[src/rtl/fnd_pkg.sv]
// Shared types and constants for the seven-segment scan controller.
package fnd_pkg;

    typedef enum logic [1:0] {
        IDLE  = 2'd0,
        DRIVE = 2'd1,
        DEAD  = 2'd2
    } fnd_scan_state_t;

    localparam logic [6:0] FND_SEG_BLANK  = 7'b0000000;
    localparam int         FND_MAX_DIGITS = 8;

endpackage

[src/rtl/fnd_blink_gen.sv]
// Free-running blink phase generator: o_phase toggles every BLINK_DIV clocks,
// starting at 0 (visible) when reset is released.
module fnd_blink_gen #(
    parameter int BLINK_DIV = 25000000
) (
    input  logic clk,
    input  logic rst_n,
    output logic o_phase
);

    localparam int CW = (BLINK_DIV > 1) ? $clog2(BLINK_DIV) : 1;
    localparam logic [CW-1:0] CNT_LAST = CW'(BLINK_DIV - 1);

    logic [CW-1:0] cnt_q;
    logic          phase_q;

    // Half-period counter and phase toggle
    always_ff @(posedge clk or negedge rst_n) begin
        if (!rst_n) begin
            cnt_q   <= '0;
            phase_q <= 1'b0;
        end else if (cnt_q == CNT_LAST) begin
            cnt_q   <= '0;
            phase_q <= ~phase_q;
        end else begin
            cnt_q   <= cnt_q + 1'b1;
        end
    end

    assign o_phase = phase_q;

endmodule

[src/rtl/fnd_scan_ctrl.sv]
// N-digit multiplexed seven-segment scan controller with dead time between
// digits, frame-coherent input shadows and optional per-digit blinking.
// Optional feature: define FND_SCAN_BLINK_EN to build the blink logic.
module fnd_scan_ctrl
    import fnd_pkg::*;
#(
    parameter int NUM_DIGITS  = 6,
    parameter int CLK_DIV     = 50000,
    parameter int DEAD_CYCLES = 16,
    parameter int BLINK_DIV   = 25000000
) (
    input  logic                    clk,
    input  logic                    rst_n,
    input  logic                    i_enb,
    input  logic [7*NUM_DIGITS-1:0] i_digit_seg,
    input  logic [NUM_DIGITS-1:0]   i_dp,
    input  logic [NUM_DIGITS-1:0]   i_blink_mask,
    output logic [6:0]              o_seg,
    output logic                    o_seg_dp,
    output logic [NUM_DIGITS-1:0]   o_seg_enb,
    output logic                    o_frame_tick
);

    localparam int CNT_W = (CLK_DIV > 1) ? $clog2(CLK_DIV) : 1;
    localparam int IDX_W = (NUM_DIGITS > 1) ? $clog2(NUM_DIGITS) : 1;
    localparam logic [CNT_W-1:0] DRIVE_LAST = CNT_W'(CLK_DIV - DEAD_CYCLES - 1);
    localparam logic [CNT_W-1:0] SLOT_LAST  = CNT_W'(CLK_DIV - 1);
    localparam logic [IDX_W-1:0] IDX_LAST   = IDX_W'(NUM_DIGITS - 1);

    fnd_scan_state_t state_q, state_d;
    logic [IDX_W-1:0]        idx_q, idx_d;
    logic [CNT_W-1:0]        cnt_q, cnt_d;
    logic [7*NUM_DIGITS-1:0] seg_sh_q, seg_sh_d;
    logic [NUM_DIGITS-1:0]   dp_sh_q, dp_sh_d;
    logic [6:0]              seg_q, seg_d;
    logic                    dp_q, dp_d;
    logic [NUM_DIGITS-1:0]   enb_q, enb_d;
    logic                    tick_q, tick_d;
    logic                    latch;
    logic                    slot_end;
    logic                    drive;

`ifdef FND_SCAN_BLINK_EN
    logic [NUM_DIGITS-1:0]   mask_sh_q, mask_sh_d;
    logic                    blink_phase;

    fnd_blink_gen #(
        .BLINK_DIV (BLINK_DIV)
    ) u_blink (
        .clk     (clk),
        .rst_n   (rst_n),
        .o_phase (blink_phase)
    );
`else
    logic unused_blink_mask;
    localparam int unused_blink_div = BLINK_DIV;
    assign unused_blink_mask = ^i_blink_mask;
`endif

    // Next-state, shadow latching and registered-output selection
    always_comb begin
        state_d  = state_q;
        idx_d    = idx_q;
        cnt_d    = cnt_q;
        tick_d   = 1'b0;
        latch    = 1'b0;
        slot_end = 1'b0;
        drive    = 1'b0;

        if (!i_enb) begin
            state_d = IDLE;
        end else begin
            case (state_q)
                IDLE: begin
                    latch   = 1'b1;
                    idx_d   = '0;
                    cnt_d   = '0;
                    tick_d  = 1'b1;
                    state_d = DRIVE;
                    drive   = 1'b1;
                end
                DRIVE: begin
                    if (cnt_q == DRIVE_LAST) begin
                        if (DEAD_CYCLES == 0) begin
                            slot_end = 1'b1;
                        end else begin
                            state_d = DEAD;
                            cnt_d   = cnt_q + 1'b1;
                        end
                    end else begin
                        cnt_d = cnt_q + 1'b1;
                        drive = 1'b1;
                    end
                end
                DEAD: begin
                    if (cnt_q == SLOT_LAST) begin
                        slot_end = 1'b1;
                    end else begin
                        cnt_d = cnt_q + 1'b1;
                    end
                end
                default: state_d = IDLE;
            endcase
        end

        // A slot boundary starts the next digit; the wrap also starts a frame.
        if (slot_end) begin
            cnt_d   = '0;
            state_d = DRIVE;
            drive   = 1'b1;
            if (idx_q == IDX_LAST) begin
                idx_d  = '0;
                latch  = 1'b1;
                tick_d = 1'b1;
            end else begin
                idx_d = idx_q + 1'b1;
            end
        end

        seg_sh_d = latch ? i_digit_seg : seg_sh_q;
        dp_sh_d  = latch ? i_dp        : dp_sh_q;
`ifdef FND_SCAN_BLINK_EN
        mask_sh_d = latch ? i_blink_mask : mask_sh_q;
`endif

        // Outputs reflect the upcoming state so they stay fully registered.
        enb_d = '1;
        seg_d = FND_SEG_BLANK;
        dp_d  = 1'b0;
        if (drive) begin
            for (int k = 0; k < NUM_DIGITS; k++) begin
                if (idx_d == IDX_W'(k)) begin
                    enb_d[k] = 1'b0;
                    seg_d    = seg_sh_d[7*k +: 7];
                    dp_d     = dp_sh_d[k];
`ifdef FND_SCAN_BLINK_EN
                    if (blink_phase && mask_sh_d[k]) begin
                        seg_d = FND_SEG_BLANK;
                        dp_d  = 1'b0;
                    end
`endif
                end
            end
        end
    end

    // Control state and output registers
    always_ff @(posedge clk or negedge rst_n) begin
        if (!rst_n) begin
            state_q <= IDLE;
            idx_q   <= '0;
            cnt_q   <= '0;
            seg_q   <= FND_SEG_BLANK;
            dp_q    <= 1'b0;
            enb_q   <= '1;
            tick_q  <= 1'b0;
        end else begin
            state_q <= state_d;
            idx_q   <= idx_d;
            cnt_q   <= cnt_d;
            seg_q   <= seg_d;
            dp_q    <= dp_d;
            enb_q   <= enb_d;
            tick_q  <= tick_d;
        end
    end

    // Frame shadows; only observed after a latch, so no reset is needed
    always_ff @(posedge clk) begin
        seg_sh_q <= seg_sh_d;
        dp_sh_q  <= dp_sh_d;
`ifdef FND_SCAN_BLINK_EN
        mask_sh_q <= mask_sh_d;
`endif
    end

    assign o_seg        = seg_q;
    assign o_seg_dp     = dp_q;
    assign o_seg_enb    = enb_q;
    assign o_frame_tick = tick_q;

endmodule
[config.mk]
export PLATFORM = sky130hd
export DESIGN_NAME = fnd_scan_ctrl
export DESIGN_NICKNAME = d
export VERILOG_FILES = /design/src/rtl/fnd_pkg.sv /design/src/rtl/fnd_blink_gen.sv /design/src/rtl/fnd_scan_ctrl.sv
export SDC_FILE = /design/constraint.sdc
export NUM_CORES = 1
export LEC_CHECK = 0
export ABC_AREA = 0
export CAP_MARGIN = 10
export CORE_MARGIN = 3
export CORE_UTILIZATION = 40
export DETAILED_ROUTE_END_ITERATION = 7
export GPL_ROUTABILITY_DRIVEN = 0
export SETUP_SLACK_MARGIN = 0.5
export SLEW_MARGIN = 20
export SYNTH_ARGS = -nofsm -noshare
export SYNTH_HDL_FRONTEND = slang
export SYNTH_SLANG_ARGS = --single-unit
[constraint.sdc]
create_clock -name clk -period 3.95 [get_ports clk]
set_clock_uncertainty 0.1 [all_clocks]
set_input_delay 0.79 -clock clk [delete_from_list [all_inputs] [get_ports clk]]
set_output_delay 0.79 -clock clk [all_outputs]
set_load 0.05 [all_outputs]
==> impl_metrics.env <==
export IMPL_outcome="complete, no violations"
export IMPL_core_mm2=0.00893
export IMPL_switching_share=0.325
export IMPL_r2r_slack_ns=0.64
export IMPL_vias=2718
export IMPL_crit_type="reg -> reg"
export IMPL_clock_latency_ns=0.35
export IMPL_rsz0062_at_grt="false"
export IMPL_grt_overflow_total=0
export IMPL_die_h_um=103
export IMPL_layout_drive_gt1_share=0.191
export IMPL_crit_path_end_kind="register"
export IMPL_syn_area_mm2=0.00378
export IMPL_ir_drop_v=0.000290
export IMPL_maxSlewViolCount=0
export IMPL_first_global_vias=2601
export IMPL_tritoncts="built"
export IMPL_hold_viol_final=0
export IMPL_slew_headroom=0.469
export IMPL_p_per_area_mw_per_mm2=656
export IMPL_synth_seq_cells=84
export IMPL_tightest_slew_ns=0.796
export IMPL_initialDrtViolationCount=126
export IMPL_drt_total_wl_mm=8.25
export IMPL_post_route_min_period_ns=3.31
export IMPL_clk_pin_slew_ns=0.09
export IMPL_synth_mux_area_frac=0.151
export IMPL_hold_class="reg -> reg"
export IMPL_viasPerCell=5.26
export IMPL_dp_hpwl_mm=5.96
export IMPL_postCtsResizedCells=0
export IMPL_synthAdderAreaFrac=0.0165
export IMPL_synthToLayoutAreaGrowth_pct=24.0
export IMPL_syn_avg_cell_area_um2=11.2
export IMPL_rows=34
export IMPL_crit_arrival_ns=3.42
export IMPL_drt_pass1_iterations=4
export IMPL_power_switching_mw=0.999
export IMPL_maxCapViolations=0
export IMPL_finalNetCount=466
export IMPL_num_io_pins=72
export IMPL_grt_max_degree=50
export IMPL_clockBufferDepth=2
export IMPL_synth_cells=339
export IMPL_start_util=0.424
export IMPL_grt_pass1_wl_mm=13.4
export IMPL_die_w_um=103
export IMPL_synth_top_family_by_area="multiplexers"
export IMPL_power_mw=3.08
export IMPL_yosys_warnings=0
export IMPL_crit_path_start_kind="register"
export IMPL_cp_max_fo=9
export IMPL_combinationalPowerShare=0.369
export IMPL_synth_edf_count=0
export IMPL_power_frac_clock=0.222
export IMPL_io_buffers=65
export IMPL_yosysSeqAreaShare=0.494
export IMPL_globalRouteTotalUtil=0.165
export IMPL_synth_compound_area_frac=0.140
export IMPL_final_setup_tns_ns=0
export IMPL_diodes=0
export IMPL_synth_cell_types=52
export IMPL_synth_xor_area_frac=0.0185
export IMPL_worstPathRequired_ns=4.07
export IMPL_cts_buffers=9
export IMPL_p_int_mw=2.08
export IMPL_synthesis_nets=401
export IMPL_antenna_found_initial=0
export IMPL_drc=0
export IMPL_dieArea_mm2=0.0107
export IMPL_cts_hold_buf=0
export IMPL_cts_root_buffer="clkbuf_8"
export IMPL_cts_num_sinks=84
export IMPL_hold_depth=2
export IMPL_cts_max_level=3
export IMPL_seqPwrFrac=0.409
export IMPL_leakage_nw=1.98
export IMPL_r2r_cells=7
export IMPL_async_reset_ff_frac=0.429
export IMPL_ant_nets=0
export IMPL_synthSimpleGateAreaFrac=0.120
export IMPL_routedWlPerCell_um=16.0
export IMPL_finalSetupViolations=0
export IMPL_finalCritPeriodShare=0.837
export IMPL_synth_top_flop_cell="dfxtp_1"
export IMPL_fmax_ghz=0.303
## timing repair
item | 4_1_cts | 5_1_grt
endpoints found under the hold margin | 0 | 0
endpoints found under the setup margin | 0 | 2
setup buffers | 0 | 2
## cell usage in the layout (no fill, tap or decap), drive strengths merged, types with 8 or more instances in the layout
master,Yosys,routed
mux2i,14,14
inv,19,19
dfxtp,48,48
o21ai,18,18
nor2,27,27
clkbuf,7,11
mux2,36,36
dfrtp,30,30
a21oi,9,9
nand3,10,10
a22oi,8,8
clkdlybuf4s50,0,64
nand2b,8,8
nand2,15,15
## worst max-delay path, cell delays in order (launching register included)
cell	delay, ns
dfrtp_1	0.43
or4_4	0.59
or4_1	0.69
or4_4	0.48
a21oi_4	0.30
a221oi_1	0.13
a22oi_1	0.32
a211oi_1	0.13
## final timing paths
check,from,end
min in group asynchronous,rst_n,cnt_q[13]
max in group asynchronous,rst_n,idx_q[1]
min,seg_sh_q[17],seg_sh_q[17]
max reg2reg,cnt_q[10],o_seg[0]
max,cnt_q[10],o_seg[0]
min reg2reg,seg_sh_q[17],seg_sh_q[17]
## power groups by stage
stage | clock, mW | combinational [mW] | sequential, mW
final | 0.684 | 1.14 | 1.26
after global routing | 0.747 | 1.25 | 1.29
after CTS | 0.705 | 1.15 | 1.26
after detailed placement | 0 | 1.14 | 1.28
after global placement | 0 | 1.11 | 1.27
after floorplan | 0 | 0.721 | 1.39
## synthesized netlist by cell type (2+ instances only)
master | n | area [µm²]
inv_1 | 19 | 71.3
a221oi_1 | 7 | 61.3
buf_2 | 4 | 20.0
or2_2 | 3 | 18.8
ha_1 | 5 | 62.6
mux2_4 | 7 | 105
nor2_1 | 27 | 101
nor3_1 | 4 | 20.0
or4_4 | 2 | 22.5
a21oi_1 | 6 | 30.0
a21oi_4 | 2 | 32.5
mux2_2 | 29 | 327
and3_1 | 2 | 12.5
nand4_1 | 4 | 25.0
a22o_1 | 3 | 26.3
clkbuf_8 | 5 | 68.8
clkbuf_1 | 2 | 7.51
mux2i_1 | 14 | 140
o31ai_1 | 3 | 22.5
dfxtp_1 | 48 | 961
xor2_1 | 7 | 61.3
buf_4 | 2 | 15.0
a22oi_1 | 8 | 60.1
dfstp_2 | 6 | 158
o21ai_0 | 16 | 80.1
nand2b_1 | 8 | 50.1
a221o_1 | 7 | 70.1
a211oi_1 | 7 | 52.6
and2_1 | 2 | 12.5
nand2_1 | 15 | 56.3
buf_6 | 4 | 45.0
dfrtp_1 | 30 | 751
nand4b_1 | 3 | 26.3
nand3_1 | 10 | 50.1
## state kept, by name, summed over array words and instances, names as in the netlist
name,count
cnt_q,16
dp_sh_q,6
idx_q,3
o_frame_tick,1
o_seg,7
o_seg_dp,1
o_seg_enb,6
seg_sh_q,42
state_q,2
## through the flow
step	instances	hold slack (ns)	setup WS (ns)	instance area, µm²	utilization
6_report	517	0.372	0.645	4690	0.525
3_5_place_dp	499	0.351	0.350	4450	0.498
2_1_floorplan	339	0.328	1.11	3780	-
3_3_place_gp	499	0.340	0.389	4450	0.498
4_1_cts	515	0.374	0.609	4680	0.524
5_1_grt	517	0.385	0.518	4690	0.525
## metal layers
layer,GRT usage,wire [µm],vias up
li1,-,-,1346
met1,0.246,4050,1298
met2,0.238,3700,67
met3,0.0443,411,7
met4,0.0398,86,0
met5,0,0,-
## cell families (layout without fill, tap and decap cells)
logic type	after synthesis	in the layout
buffers and inverters	36	106
multiplexers	50	50
adder cells (fa/ha/maj)	5	5
AO/OA/AOI/OAI	70	70
flip-flops	84	84
AND/OR/NAND/NOR	86	86
XOR/XNOR	8	8
## cell type report
cell class | count | area, µm²
Clock buffer | 11 | 141
Clock inverter | 5 | 85.1
Fill cell | 808 | 4240
Inverter | 19 | 71.3
Multi-Input combinational cell | 219 | 1690
Sequential cell | 84 | 1870
Tap cell | 108 | 135
Timing Repair Buffer | 71 | 703
(Power assumes the default switching activity.)
